## src/rtl/vita49_pkg.sv

```systemverilog
// ============================================================================
// Module      : vita49_pkg
// Description : Shared constants for the VITA-49 timed-transmit gate.
// Revision    : 1.0 - initial release
// ============================================================================
`default_nettype none

package vita49_pkg;

    localparam int TSF_W = 64;

    localparam logic [2:0] ST_IDLE   = 3'd0;
    localparam logic [2:0] ST_HDR_LO = 3'd1;
    localparam logic [2:0] ST_CHECK  = 3'd2;
    localparam logic [2:0] ST_WAIT   = 3'd3;
    localparam logic [2:0] ST_STREAM = 3'd4;
    localparam logic [2:0] ST_DROP   = 3'd5;

    localparam int CTRL_ENABLE = 0;
    localparam int CTRL_FLUSH  = 1;

    localparam int STAT_STATE_LSB = 0;
    localparam int STAT_BUSY      = 3;
    localparam int STAT_ERR_LSB   = 8;
    localparam int STAT_LATE_LSB  = 16;

endpackage

`default_nettype wire

```

## src/rtl/vita49_ts_cmp.sv

```systemverilog
// ============================================================================
// Module      : vita49_ts_cmp
// Description : Registers the local TSF and classifies a packet timestamp
//               against it as late, on time or too far ahead.
// Revision    : 1.0 - initial release
// ============================================================================
`default_nettype none

module vita49_ts_cmp
    import vita49_pkg::*;
#(
    parameter int unsigned      LEAD      = 2,
    parameter logic [TSF_W-1:0] MAX_AHEAD = 64'h0000_0000_1000_0000
) (
    input  logic             clk,
    input  logic             rst,
    input  logic [TSF_W-1:0] tsf,
    input  logic [TSF_W-1:0] pkt_ts,
    output logic             late,
    output logic             on_time,
    output logic             too_early
);

    localparam logic [TSF_W:0] LEAD_X = (TSF_W + 1)'(LEAD);

    logic [TSF_W-1:0] tsf_r;
    logic [TSF_W:0]   diff;

    always_ff @(posedge clk) begin
        if (rst) begin
            tsf_r <= '0;
        end else begin
            tsf_r <= tsf;
        end
    end

    // One extra bit so the subtraction borrow becomes the "late" sign.
    assign diff      = {1'b0, pkt_ts} - ({1'b0, tsf_r} + LEAD_X);
    assign late      = diff[TSF_W];
    assign on_time   = (diff == '0);
    assign too_early = !late && (diff[TSF_W-1:0] > MAX_AHEAD);

endmodule

`default_nettype wire

```

## src/rtl/vita49_tx_timegate.sv

```systemverilog
// ============================================================================
// Module      : vita49_tx_timegate
// Description : Holds each timestamped AXI-Stream packet until the local TSF
//               reaches its timestamp, then passes the payload through.
// Revision    : 1.0 - initial release
// ============================================================================
`default_nettype none

module vita49_tx_timegate
    import vita49_pkg::*;
#(
    parameter int unsigned      LEAD      = 2,
    parameter logic [TSF_W-1:0] MAX_AHEAD = 64'h0000_0000_1000_0000,
    parameter bit               LATE_MODE = 1'b0
) (
    input  logic             samp_clk,
    input  logic             RESET,
    input  logic [31:0]      ctrl,
    input  logic [TSF_W-1:0] tsf,
    input  logic [31:0]      s_axis_tdata,
    input  logic             s_axis_tvalid,
    output logic             s_axis_tready,
    input  logic             s_axis_tlast,
    output logic [31:0]      m_axis_tdata,
    output logic             m_axis_tvalid,
    input  logic             m_axis_tready,
    output logic             m_axis_tlast,
    output logic [31:0]      status,
    output logic [31:0]      pkt_cnt
);

    logic [2:0]       state;
    logic [2:0]       state_nxt;
    logic [TSF_W-1:0] pkt_ts;
    logic [7:0]       err_cnt;
    logic [15:0]      late_cnt;
    logic             enable;
    logic             flush;
    logic             late;
    logic             on_time;
    logic             too_early;
    logic             pass;
    logic             s_ready;
    logic             acc;
    logic             err_inc;
    logic             late_inc;
    logic             pkt_inc;
    logic             ctrl_unused;

    assign enable      = ctrl[CTRL_ENABLE];
    assign flush       = ctrl[CTRL_FLUSH];
    assign ctrl_unused = ^ctrl[31:2];

    vita49_ts_cmp #(
        .LEAD      (LEAD),
        .MAX_AHEAD (MAX_AHEAD)
    ) u_ts_cmp (
        .clk       (samp_clk),
        .rst       (RESET),
        .tsf       (tsf),
        .pkt_ts    (pkt_ts),
        .late      (late),
        .on_time   (on_time),
        .too_early (too_early)
    );

    // WAIT passes data in the very cycle the deadline is met, so the first
    // word leaves with tsf_r + LEAD == pkt_ts rather than one cycle later.
    assign pass = !RESET && !flush &&
                  ((state == ST_STREAM) || ((state == ST_WAIT) && (late || on_time)));

    always_comb begin
        s_ready = 1'b0;
        if (!RESET) begin
            case (state)
                ST_IDLE:   s_ready = enable;
                ST_HDR_LO: s_ready = !flush;
                ST_DROP:   s_ready = 1'b1;
                default:   s_ready = pass && m_axis_tready;
            endcase
        end
    end

    assign s_axis_tready = s_ready;
    assign acc           = s_axis_tvalid && s_ready;
    assign m_axis_tvalid = pass && s_axis_tvalid;
    assign m_axis_tdata  = pass ? s_axis_tdata : 32'd0;
    assign m_axis_tlast  = pass && s_axis_tlast;

    always_comb begin
        state_nxt = state;
        err_inc   = 1'b0;
        late_inc  = 1'b0;
        pkt_inc   = 1'b0;
        case (state)
            ST_IDLE: begin
                if (acc && s_axis_tlast) begin
                    err_inc = 1'b1;
                end else if (acc) begin
                    state_nxt = ST_HDR_LO;
                end
            end
            ST_HDR_LO: begin
                if (flush) begin
                    state_nxt = ST_DROP;
                end else if (acc && s_axis_tlast) begin
                    err_inc   = 1'b1;
                    state_nxt = ST_IDLE;
                end else if (acc) begin
                    state_nxt = ST_CHECK;
                end
            end
            ST_CHECK: begin
                if (flush) begin
                    state_nxt = ST_DROP;
                end else if (late) begin
                    late_inc  = 1'b1;
                    state_nxt = LATE_MODE ? ST_STREAM : ST_DROP;
                end else if (too_early) begin
                    err_inc   = 1'b1;
                    state_nxt = ST_DROP;
                end else if (on_time) begin
                    state_nxt = ST_STREAM;
                end else begin
                    state_nxt = ST_WAIT;
                end
            end
            ST_WAIT, ST_STREAM: begin
                if (flush) begin
                    state_nxt = ST_DROP;
                end else if (pass && acc && s_axis_tlast) begin
                    pkt_inc   = 1'b1;
                    state_nxt = ST_IDLE;
                end else if (pass) begin
                    state_nxt = ST_STREAM;
                end
            end
            ST_DROP: begin
                if (acc && s_axis_tlast) begin
                    state_nxt = ST_IDLE;
                end
            end
            default: state_nxt = ST_IDLE;
        endcase
    end

    always_ff @(posedge samp_clk) begin
        if (RESET) begin
            state    <= ST_IDLE;
            pkt_ts   <= '0;
            err_cnt  <= '0;
            late_cnt <= '0;
            pkt_cnt  <= '0;
        end else begin
            state <= state_nxt;
            if ((state == ST_IDLE) && acc) begin
                pkt_ts[TSF_W-1 -: 32] <= s_axis_tdata;
            end
            if ((state == ST_HDR_LO) && acc) begin
                pkt_ts[31:0] <= s_axis_tdata;
            end
            if (err_inc && (err_cnt != 8'hFF)) begin
                err_cnt <= err_cnt + 8'd1;
            end
            if (late_inc && (late_cnt != 16'hFFFF)) begin
                late_cnt <= late_cnt + 16'd1;
            end
            if (pkt_inc) begin
                pkt_cnt <= pkt_cnt + 32'd1;
            end
        end
    end

    always_comb begin
        status = '0;
        status[STAT_STATE_LSB +: 3] = state;
        status[STAT_BUSY]           = (state != ST_IDLE);
        status[STAT_ERR_LSB +: 8]   = err_cnt;
        status[STAT_LATE_LSB +: 16] = late_cnt;
    end

endmodule

`default_nettype wire

```

## config.mk

```make
export PLATFORM = sky130hd
export DESIGN_NAME = vita49_tx_timegate
export DESIGN_NICKNAME = d
export VERILOG_FILES = /design/src/rtl/vita49_pkg.sv /design/src/rtl/vita49_ts_cmp.sv /design/src/rtl/vita49_tx_timegate.sv
export SDC_FILE = /design/constraint.sdc
export NUM_CORES = 1
export LEC_CHECK = 0
export CAP_MARGIN = 30
export CORE_MARGIN = 5
export CORE_UTILIZATION = 50
export CTS_BUF_LIST = sky130_fd_sc_hd__clkbuf_4
export CTS_CLUSTER_DIAMETER = 30
export DETAILED_ROUTE_END_ITERATION = 6
export GPL_TIMING_DRIVEN = 0
export PLACE_DENSITY = 0.76
export SYNTH_ARGS = -nofsm -noshare
export SYNTH_HDL_FRONTEND = slang
export SYNTH_SLANG_ARGS = --single-unit
```

## constraint.sdc

```tcl
create_clock -name samp_clk -period 15.42 [get_ports samp_clk]
set_clock_uncertainty 0.1 [all_clocks]
set_input_delay 2.313 -clock samp_clk [delete_from_list [all_inputs] [get_ports samp_clk]]
set_output_delay 2.313 -clock samp_clk [all_outputs]
set_load 0.005 [all_outputs]
```

Word-level counts from Yosys, hierarchy flattened

Index checks and enable logic that the tools add are counted.

Register bits after elaboration: 187
Input bits: 133
Output and inout bits: 99
Word-level logic and storage cells: 79

$add $sub $neg: 5
$lt $le $gt $ge: 1
Eq/ne operators: 12
Mux-type cells: 29
Reductions and logical operators: 25

Operator list:

| kind                  | number |
|---|---|
| $add 64x2->65 const B | 1 |
| $logic_not 65->1      | 1 |
| $sub 64x65->65        | 1 |
| $gt 64x29->1 const B  | 1 |
| $mux 3                | 13 |
| $add 32x1->32 const B | 1 |
| $mux 32               | 1 |
| $add 16x1->16 const B | 1 |
| $ne 16x16->1 const B  | 1 |
| $logic_and 1x1->1     | 15 |
| $pmux 3 s5            | 1 |
| $mux 1                | 12 |
| $add 8x1->8 const B   | 1 |
| $ne 4x4->1 const B    | 2 |
| $ne 8x8->1 const B    | 1 |
| $eq 3x2->1 const B    | 2 |
| $eq 3x3->1 const B    | 2 |
| $ne 2x2->1 const B    | 3 |
| $pmux 1 s3            | 2 |
| $reduce_and 5->1      | 1 |
| $eq 3x1->1 const B    | 1 |
| $logic_not 1->1       | 3 |
| $logic_not 3->1       | 1 |
| $reduce_bool 3->1     | 1 |
| 2 further kinds       | 3 |

Longest topological paths before layout

Gate-level depths: netlist of run 1.

Word-level depth: 16
Depth in mapped cells: 20
Gate-level depth less buffers: 19

By module

A second synthesis of run 1 with hierarchy kept.

Cell total of the unflattened synthesis: 1817
Area, all modules: 13544.2 µm²

Modules (own cells, without submodules):

| module             | instances | cells each | area each (µm²) | seq. area each (µm²) |
|---|---|---|---|---|
| vita49_ts_cmp      | 1         | 1105       | 7927.6          | 1281.2 |
| vita49_tx_timegate | 1         | 712        | 5616.6          | 2462.4 |

Worst setup path before layout of run 1

No wires, ideal clock.

Path kind: flip-flop to output port
From: register pkt_ts[11]
To: output port m_axis_tdata[10]
Arrival: 4733 ps
Required time: 13007 ps
Setup slack: 8274 ps
Cell stages (with the launch flop): 18
Path buffers: 1
Cells stage by stage: dfxtp_1 > inv_1 > ha_1 > inv_1 > ha_1 > nand2_1 > nor4_1 > o21ai_2 > a2111oi_2 > a311oi_2 > nor3_1 > mux2_2 > or4_1 > or4_4 > o31ai_4 > o211a_1 > clkbuf_1 > and2_1

Longest elaborated chain between the ends: 7

RTL lines:

| what                              | line                      | text |
|---|---|---|
| from (decl)                       | vita49_tx_timegate.sv:34  | `logic [TSF_W-1:0] pkt_ts;` |
| from (signal, indexed assignment) | vita49_tx_timegate.sv:157 | `pkt_ts[TSF_W-1 -: 32] <= s_axis_tdata;` |
| from (signal assigned)            | vita49_tx_timegate.sv:160 | `pkt_ts[31:0] <= s_axis_tdata;` |
| $sub 64x65->65 (*)                | vita49_ts_cmp.sv:38       | `assign diff = {1'b0, pkt_ts} - ({1'b0, tsf_r} + LEAD_X);` |
| $logic_not 65->1                  | vita49_ts_cmp.sv:40       | `assign on_time = (diff == '0);` |
| $logic_or 1x1->1 (*)              | vita49_tx_timegate.sv:70  | `((state == ST_STREAM) \|\| ((state == ST_WAIT) && (late \|\| on_time)));` |
| $logic_and 1x1->1 (*)             | vita49_tx_timegate.sv:70  |  |
| $logic_or 1x1->1 (*)              | vita49_tx_timegate.sv:70  |  |
| $logic_and 1x1->1 (*)             | vita49_tx_timegate.sv:69  | `assign pass = !RESET && !flush &&` |
| $mux 32 (*)                       | vita49_tx_timegate.sv:87  | `assign m_axis_tdata = pass ? s_axis_tdata : 32'd0;` |
| to (decl)                         | vita49_tx_timegate.sv:24  | `output logic [31:0] m_axis_tdata,` |

Mark *: on every way between the ends. The rest lies on a longest branch, timed or not.

Final worst setup path of run 1

From: register pkt_ts[1]
To: output port m_axis_tdata[16]

Same word-level chain as after synthesis.

==> results of run 1 <==
[routing by layer]
layer	up-vias	share of wire (%)	global-route usage [%]
li1	6765	-	-
met1	6465	43	36.1
met2	486	47	48.4
met3	80	6.5	5.37
met4	0	3.4	9.63
met5	-	0	0
[sequential cells by signal (all words and copies together), names as in the netlist]
signal          count
late_cnt           16
err_cnt             8
state               3
pkt_cnt            32
u_ts_cmp.tsf_r     64
pkt_ts             64
[cell type report]
| type | instances | area, µm² | share of cell area [%] |
|---|---|---|---|
| buffer | 89 | 359 | 2.22 |
| sequential | 187 | 3740 | 23.1 |
| multi-input combinational | 1348 | 8600 | 53.1 |
| inverter | 214 | 803 | 4.96 |
| clock inverter | 13 | 153 | 0.942 |
| clock buffer | 18 | 135 | 0.834 |
| timing repair buffer | 198 | 1970 | 12.2 |
| tap | 341 | 427 | 2.63 |
| antenna | 2 | 5.00 | 0.0309 |
[kinds of logic (layout without fill, tap and decap cells)]
logic type | Yosys count | in the layout | synth area share, %
AO/OA/AOI/OAI | 453 | 453 | 21.5
flip-flops | 187 | 187 | 27.7
multiplexers | 11 | 11 | 0.862
XOR/XNOR | 54 | 54 | 3.50
adder cells (fa/ha/maj) | 131 | 131 | 12.2
other | 1 | 6 | 0.0278
AND/OR/NAND/NOR | 695 | 695 | 25.6
buffers and inverters | 303 | 532 | 8.61
[power groups by stage]
stage / clock network (µW) / logic [µW] / registers [µW]
floorplan: 0 / 517 / 532
CTS: 297 / 760 / 528
global placement: 0 / 749 / 538
global route: 314 / 846 / 532
detailed placement: 0 / 755 / 538
finish: 291 / 772 / 529
[metrics by stage]
step / instance area, µm² / cells / util, % / hold WS [ns]
2_1_floorplan: 13500 / 1838 / - / 0.336
3_3_place_gp: 15900 / 2375 / 59.3 / 0.342
3_5_place_dp: 15900 / 2377 / 59.3 / 0.347
4_1_cts: 16200 / 2408 / 60.4 / 0.366
5_1_grt: 16200 / 2410 / 60.4 / 0.386
6_report: 16200 / 2410 / 60.4 / 0.365
[layout by cell type (no fill, tap or decap), types with 12 or more instances in the layout]
master	instances
xor2_1	26
or3_1	28
nor3_1	26
nand3_1	39
a21o_1	24
o21ai_1	12
nor2b_1	71
o21a_1	23
and2_1	40
a21oi_1	189
dfxtp_1	187
a31oi_1	13
nor2_1	109
nand2_1	250
clkbuf_4	18
nor4_1	17
ha_1	130
clkbuf_1	78
or4_1	17
o211ai_1	19
xnor2_1	28
clkdlybuf4s50_1	196
inv_1	214
o21ai_0	69
nand4_1	51
and3_1	19
o31ai_1	16
[final timing paths]
path                                   to  depth (start not counted)
setup / recovery         m_axis_tdata[16]                         20
setup reg to reg  err_cnt[3]$_SDFFE_PP0P_                         19
hold / removal    pkt_ts[37]$_SDFFE_PP0P_                          2
hold reg to reg   pkt_ts[37]$_SDFFE_PP0P_                          2
[worst register-to-register path: stages, from the launching register on]
cell and delay, ns:
dfxtp_1 0.37, inv_1 0.05, ha_1 0.27, inv_1 0.06, ha_1 0.19, inv_1 0.06, fa_1 0.42, nand2b_1 0.18
a21oi_1 0.45, a221oi_4 0.19, o22ai_1 0.44, o221ai_1 0.17, a2111oi_0 0.79, nand4_1 0.17, nor4_1 0.36, nand4_1 0.40
nor4_1 0.87, nor2_1 0.26, nand4_1 0.17, mux2_2 0.33
==> results_dict.tcl, run 1 <==
set metrics [dict create \
    status "finished clean" \
    gr-total-overflow 0 \
    first_iter_violations 879 \
    max_freq_mhz 99.1 \
    wl_per_cell_um 18.5 \
    power.density_nw_per_um2 98.3 \
    fp.dieW_um 174 \
    cts_buffers 17 \
    root_buffer "clkbuf_4" \
    post_cts_buffers 0 \
    crit_type "reg -> out" \
    end_kind "output port" \
    switching_share_pct 44.6 \
    synth_top_area_share_pct 27.7 \
    dpl.hpwl_mm 36.1 \
    nets 2319 \
    cts_buffer_depth 2 \
    synth-seq-cells 187 \
    p_int_uw 881 \
    portBuffers 196 \
    layout-drive-gt1-share_pct 3.58 \
    initial_core_util_pct 50.4 \
    grt_pass1_vias 13200 \
    drv_cap 0 \
    slew_violations 0 \
    clkSinkCount 187 \
    ant_nets 0 \
    synth.cell_area_um2 13500 \
    critPathLaunchType "flip-flop" \
    syn-mean-instance-area_um2 7.35 \
    min_path_type "reg -> reg" \
    crit_family "compound AO/OA/AOI/OAI gates" \
    cpMostUsedCell "inv_1" \
    die_h_um 174 \
    fillCellCount 2558 \
    yosys_most_used_dff "dfxtp_1" \
    hold_violations 0 \
    drt_pass1_iterations 6 \
    synth.most_common_cell "nand2_1" \
    worstReg2RegStart "pkt_ts[1]$_SDFFE_PP0P_" \
    ys_types 88 \
    fin_tns_setup_ns 0 \
    cts.repair.resized 0 \
    grt_max_degree 19 \
    synth_area_leaders "dfxtp_1, ha_1, a21oi_1" \
    core_um2 26800 \
    crit_start "pkt_ts[1]$_SDFFE_PP0P_" \
    fin_crit_ns 10.09 \
    period_share_pct 65.4 \
    synthArstFlopShare_pct 0 \
    worst-path-max-fanout 10 \
    worst_pin_slew_ns 1.01 \
    required_ns 13.01 \
    rows 60 \
    hp-start "pkt_ts[37]$_SDFFE_PP0P_" \
    hold_buffers 0 \
    syn-instance-count 1835 \
    top_level_ports 232 \
    pwr-share-clk_pct 18.3 \
    slowest_delay_ns 0.79 \
    synth_largest_area_cell "dfxtp_1" \
    grt_pass1_wl_mm 70.2 \
    insertion_delay_ns 0.62 \
    dieArea_um2 30400 \
    dp_slack_ns 6.15 \
    vdd_drop_max_v 0.0000551 \
    grt_usage_pct 28.4 \
    r2r_slack_ns 9.02 \
    grt_setup_unrepaired "false" \
    drc_errors 0 \
    place_congestion 0.979 \
    power_frac_seq_pct 33.2 \
    p_total_uw 1590 \
    cp.arrival_ns 7.68 \
    ys_warn_count 0 \
    ys_top_cells_by_count "nand2_1, inv_1, a21oi_1" \
    power.switching_uw 710 \
    finalSetupViolations 0 \
    vias 13800 \
    cellLeakagePower_uw 0.00639 \
    clkTransAtPathRegs_ns 0.19 \
    critical-path-slowest-cell "a2111oi_0" \
    crit_buf_inv 5 \
    relSlewSlack_pct 32.4 \
    htreeDepth 4 \
    viasPerCell 5.72 \
    seq_area_frac_synth_pct 27.7 \
    antenna_found_initial 1 \
    p_comb_share_pct 48.5 \
    syn_to_final_growth_pct 20.0 \
    tritoncts "done" \
    totalWireLength_mm 44.5 \
    synth_edf_count 0 \
    crit_path_cell_trace "inv_1 -> ha_1 -> inv_1 -> ha_1 -> inv_1 -> fa_1 -> nand2b_1 -> a21oi_1 -> a221oi_4 -> o22ai_1 -> o221ai_1 -> a2111oi_0 -> nand4_1 -> nor4_1 -> nand4_1 -> o31ai_4 -> o211a_1 -> clkbuf_1 -> and2_1 -> clkdlybuf4s50_1" \
    setup_ws_ns 5.33 \
]
Note: power is estimated with default switching activity, not from simulation.
==> inputs of run 2 (changes only) <==
Settings changed: PLACE_DENSITY 0.76 to 0.79.
Clock period 15.42 ns to 8.5 ns, I/O delays scaled along.
==> results_dict.tcl, run 2 (same netlist as run 1, synthesis figures left out) <==
set metrics [dict create \
    initial_core_util_pct 50.4 \
    insertion_delay_ns 0.62 \
    final-seq-area_um2 3740 \
    period_share_pct 96.2 \
    fp.dieW_um 174 \
    tritoncts "done" \
    fin_crit_ns 8.18 \
    clkTransAtPathRegs_ns 0.17 \
    core_um2 26800 \
    critPathLaunchType "flip-flop" \
    gr-total-overflow 0 \
    fin_tns_setup_ns 0 \
    power.density_nw_per_um2 176 \
    drt_pass1_iterations 6 \
    viasPerCell 5.75 \
    hold_buffers 0 \
    first_iter_violations 945 \
    rows 60 \
    root_buffer "clkbuf_4" \
    cts_buffer_depth 2 \
    slew_violations 0 \
    wl_per_cell_um 18.2 \
    totalWireLength_mm 44.0 \
    drv_cap 0 \
    vdd_drop_max_v 0.000108 \
    min_path_type "reg -> reg" \
    final_common_cell "nand2_1" \
    timing.hold.ws_ns 0.365 \
    final_area_um2 16200 \
    grt_setup_unrepaired "false" \
    portBuffers 196 \
    dieArea_um2 30400 \
    place_congestion 0.986 \
    nets 2320 \
    relSlewSlack_pct 36.6 \
    worst_pin_slew_ns 0.927 \
    max_freq_mhz 122 \
    cp.arrival_ns 6.81 \
    required_ns 7.12 \
    grt_pass1_wl_mm 70.1 \
    status "finished clean" \
    finalSetupViolations 0 \
    grt_usage_pct 28.2 \
    drc_errors 0 \
    cellLeakagePower_uw 0.00638 \
    end_kind "output port" \
    grt_max_degree 19 \
    die_h_um 174 \
    dpl.hpwl_mm 35.6 \
    vias 13900 \
    ant_nets 0 \
    fillCellCount 2544 \
    final_util_pct 60.4 \
    syn_to_final_growth_pct 20.0 \
    most-common-layout-cells "nand2_1, inv_1, clkdlybuf4s50_1" \
    antenna_found_initial 1 \
    crit_type "reg -> out" \
    cts_buffers 17 \
    worst-path-max-fanout 10 \
    layout-drive-gt1-share_pct 3.77 \
    clkSinkCount 187 \
    grt_pass1_vias 13600 \
    hold_violations 0 \
    top_level_ports 232 \
    placed_cell_area_um2 15900 \
    multi_input_area_um2 8610 \
    largest_registers "pkt_ts (64), u_ts_cmp.tsf_r (64), pkt_cnt (32)" \
    htreeDepth 4 \
]
==> run 2: routing by layer <==
metal / share of wire (%) / global-route usage [%] / vias to the layer above / routed length (µm)
li1: - / - / 6778 / -
met4: 3.3 / 9.20 / 0 / 1460
met5: 0 / 0 / - / 0
met2: 47 / 48.1 / 518 / 20700
met1: 43 / 35.8 / 6483 / 18700
met3: 7.1 / 5.50 / 86 / 3140
==> run 2: through the flow <==
step           worst slack [ns]  total power (µW)  std cells
2_1_floorplan              2.39              1900       1838
3_3_place_gp              0.195              2320       2375
3_5_place_dp              0.210              2340       2377
4_1_cts                   0.227              2830       2410
5_1_grt                  0.0313              3040       2411
6_report                  0.319              2850       2411
==> run 2: worst paths after layout <==
path                            from                      end  slack [ns]  cells after the start
min reg2reg  pkt_ts[63]$_SDFFE_PP0P_  pkt_ts[63]$_SDFFE_PP0P_        0.37                      2
min          pkt_ts[63]$_SDFFE_PP0P_  pkt_ts[63]$_SDFFE_PP0P_        0.37                      2
max          pkt_ts[29]$_SDFFE_PP0P_         m_axis_tdata[19]        0.32                     19
max reg2reg   pkt_ts[6]$_SDFFE_PP0P_  err_cnt[5]$_SDFFE_PP0P_        2.26                     17
==> run 2: final cells by class <==
cell class                 instances  share of cell area (%)
clock buffer                      17                   0.788
antenna                            1                  0.0155
sequential                       187                    23.1
inverter                         214                    4.96
multi-input combinational       1348                    53.2
timing repair buffer             199                    12.2
clock inverter                    15                   0.866
tap                              341                    2.64
buffer                            89                    2.23
==> run 2: power by group <==
group / internal [µW] / switching [µW] / leakage [µW]
sequential: 926 / 32.1 / 0.00153
combinational: 515 / 885 / 0.00471
clock: 127 / 368 / 0.000142
==> run 2: critical path, cell delays in order, from the launching register on <==
cell and delay, ns:
dfxtp_1 0.38, inv_1 0.05, ha_1 0.27, inv_1 0.04
ha_1 0.26, clkbuf_1 0.40, a21o_1 0.24, a31oi_1 0.13
a311oi_1 0.83, or2_2 0.23, o221ai_1 0.15, a2111oi_1 0.56
nand4_1 0.16, nor4_1 0.25, nand4_1 0.36, o31ai_4 0.37
o211a_2 0.44, clkbuf_2 0.34, and2_1 0.17, clkdlybuf4s50_1 0.55
==> run 2: repair_timing <==
action | CTS | global route
setup buffers | 1 | 0
pin swaps | 1 | 0
gates resized for setup | 2 | 2
setup endpoints to repair | 30 | 30
==> inputs of run 3 (changes only) <==
==> constraint.sdc (replaced) <==
create_clock -name samp_clk -period 8.5 [get_ports samp_clk]
set_clock_uncertainty 0.1 [all_clocks]
set_input_delay 1.7 -clock samp_clk [delete_from_list [all_inputs] [get_ports samp_clk]]
set_output_delay 1.7 -clock samp_clk [all_outputs]
set_load 0.005 [all_outputs]
==> results_dict.tcl, run 3 (same netlist as run 1, synthesis figures left out) <==
set metrics [dict create \
    fin_tns_setup_ns 0 \
    dp.cells 2377 \
    nets 2318 \
    totalWireLength_mm 44.1 \
    clkSinkCount 187 \
    required_ns 6.70 \
    drc_errors 2 \
    fin_crit_ns 8.21 \
    max_freq_mhz 122 \
    cp.arrival_ns 6.41 \
    hold_violations 0 \
    grt_max_degree 19 \
    end_kind "output port" \
    vdd_drop_max_v 0.000108 \
    grt_pass1_vias 13600 \
    fillCellCount 2539 \
    first_iter_violations 840 \
    grt_usage_pct 28.2 \
    drv_cap 0 \
    power.density_nw_per_um2 177 \
    ant_nets 0 \
    root_buffer "clkbuf_4" \
    place_congestion 0.986 \
    slowest_delay_ns 0.61 \
    worst_pin_slew_ns 0.950 \
    relSlewSlack_pct 36.1 \
    rows 60 \
    clkTransAtPathRegs_ns 0.16 \
    initial_core_util_pct 50.4 \
    cts_buffers 17 \
    min_path_type "reg -> reg" \
    finalNonFillerCells 2409 \
    antenna_found_initial 1 \
    final-seq-area_um2 3740 \
    viasPerCell 5.79 \
    violations "DRC" \
    vias 13900 \
    cts_buffer_depth 2 \
    htreeDepth 4 \
    critPathLaunchType "flip-flop" \
    gr-total-overflow 0 \
    core_um2 26800 \
    fp.dieW_um 174 \
    critical-path-slowest-cell "or4_4" \
    syn_to_final_growth_pct 20.5 \
    crit_type "reg -> out" \
    grt_setup_unrepaired "false" \
    dpl.hpwl_mm 35.6 \
    cellLeakagePower_uw 0.00640 \
    tritoncts "done" \
    portBuffers 196 \
    insertion_delay_ns 0.62 \
    dp_slack_ns -0.215 \
    worst-path-max-fanout 10 \
    crit_path_cell_trace "inv_1 -> ha_1 -> inv_1 -> ha_1 -> clkbuf_1 -> nand4_1 -> nor3_1 -> o21ai_0 -> a31o_2 -> o2bb2ai_4 -> xor2_1 -> o21ai_0 -> or4_1 -> or4_4 -> o31ai_4 -> o211a_4 -> clkbuf_4 -> and2_1 -> clkdlybuf4s50_1" \
    largest_registers "pkt_ts (64), u_ts_cmp.tsf_r (64), pkt_cnt (32)" \
    slew_violations 0 \
    most-common-layout-cells "nand2_1, inv_1, clkdlybuf4s50_1" \
    setup_ws_ns 0.294 \
    period_share_pct 96.5 \
    dieArea_um2 30400 \
    drt_pass1_iterations 7 \
    placed_cell_area_um2 15900 \
    final_area_um2 16300 \
    die_h_um 174 \
    timing.hold.ws_ns 0.366 \
    hold_buffers 0 \
    multi_input_area_um2 8680 \
    wl_per_cell_um 18.3 \
    layout-drive-gt1-share_pct 4.26 \
    final_common_cell "nand2_1" \
    top_level_ports 232 \
    grt_pass1_wl_mm 70.1 \
    finalSetupViolations 0 \
    status "complete, but fails checks" \
]
-- run 3: cell types whose count changed in the layout (fill, tap and decap cells not counted), moves of 3 or more --
cell,delta
nor4_1,-3
clkbuf_1,-4
a21oi_2,+3
a21oi_1,-3
nor4_2,+3
-- run 3: worst max-delay path, delay by kind of cell (launching register included) --
kind	cells	cell delay (ns)
simple gates	5	1.87
compound gates	6	1.41
buf+inv	5	1.32
fa+ha+maj	2	0.52
flops	1	0.37
xor+xnor	1	0.31
-- run 3: per-stage QoR --
| step | power, µW | utilization (%) |
|---|---|---|
| floorplan | 1900 | - |
| global placement | 2320 | 59.3 |
| detailed placement | 2340 | 59.3 |
| CTS | 2840 | 60.5 |
| global route | 3050 | 60.7 |
| finish | 2870 | 60.7 |
-- run 3: area by class of cell --
cell class,count,share of cell area [%]
Antenna cell,1,0.0154
Buffer,87,2.20
Clock buffer,17,0.785
Clock inverter,15,0.862
Inverter,214,4.94
Multi-Input combinational cell,1348,53.4
Sequential cell,187,23.0
Tap cell,341,2.62
Timing Repair Buffer,199,12.2
-- run 3: final timing paths --
| path | start | end | slack [ns] | cells after the start |
|---|---|---|---|---|
| hold reg to reg | pkt_ts[36]$_SDFFE_PP0P_ | pkt_ts[36]$_SDFFE_PP0P_ | 0.37 | 2 |
| setup / recovery | pkt_ts[39]$_SDFFE_PP0P_ | m_axis_tdata[19] | 0.29 | 19 |
| setup reg to reg | pkt_ts[39]$_SDFFE_PP0P_ | err_cnt[5]$_SDFFE_PP0P_ | 2.47 | 18 |
| hold / removal | pkt_ts[36]$_SDFFE_PP0P_ | pkt_ts[36]$_SDFFE_PP0P_ | 0.37 | 2 |
-- run 3: power by group --
part           switching (µW)  internal (µW)
logic                     897            521
registers                32.3            926
clock network             368            127
total                    1300           1570
-- run 3: routing by layer --
metal / share of wire (%) / track usage, % / up-vias
met5: 0 / 0 / -
met1: 43 / 35.7 / 6577
met4: 3.2 / 9.07 / 0
met2: 47 / 48.3 / 494
li1: - / - / 6786
met3: 6.6 / 5.50 / 84
-- run 3: what timing repair did --
item,4_1_cts,5_1_grt
gates cloned,0,0
gates resized for setup,7,15
endpoints found under the setup margin,34,30
setup buffers,1,0
pin swaps,1,1
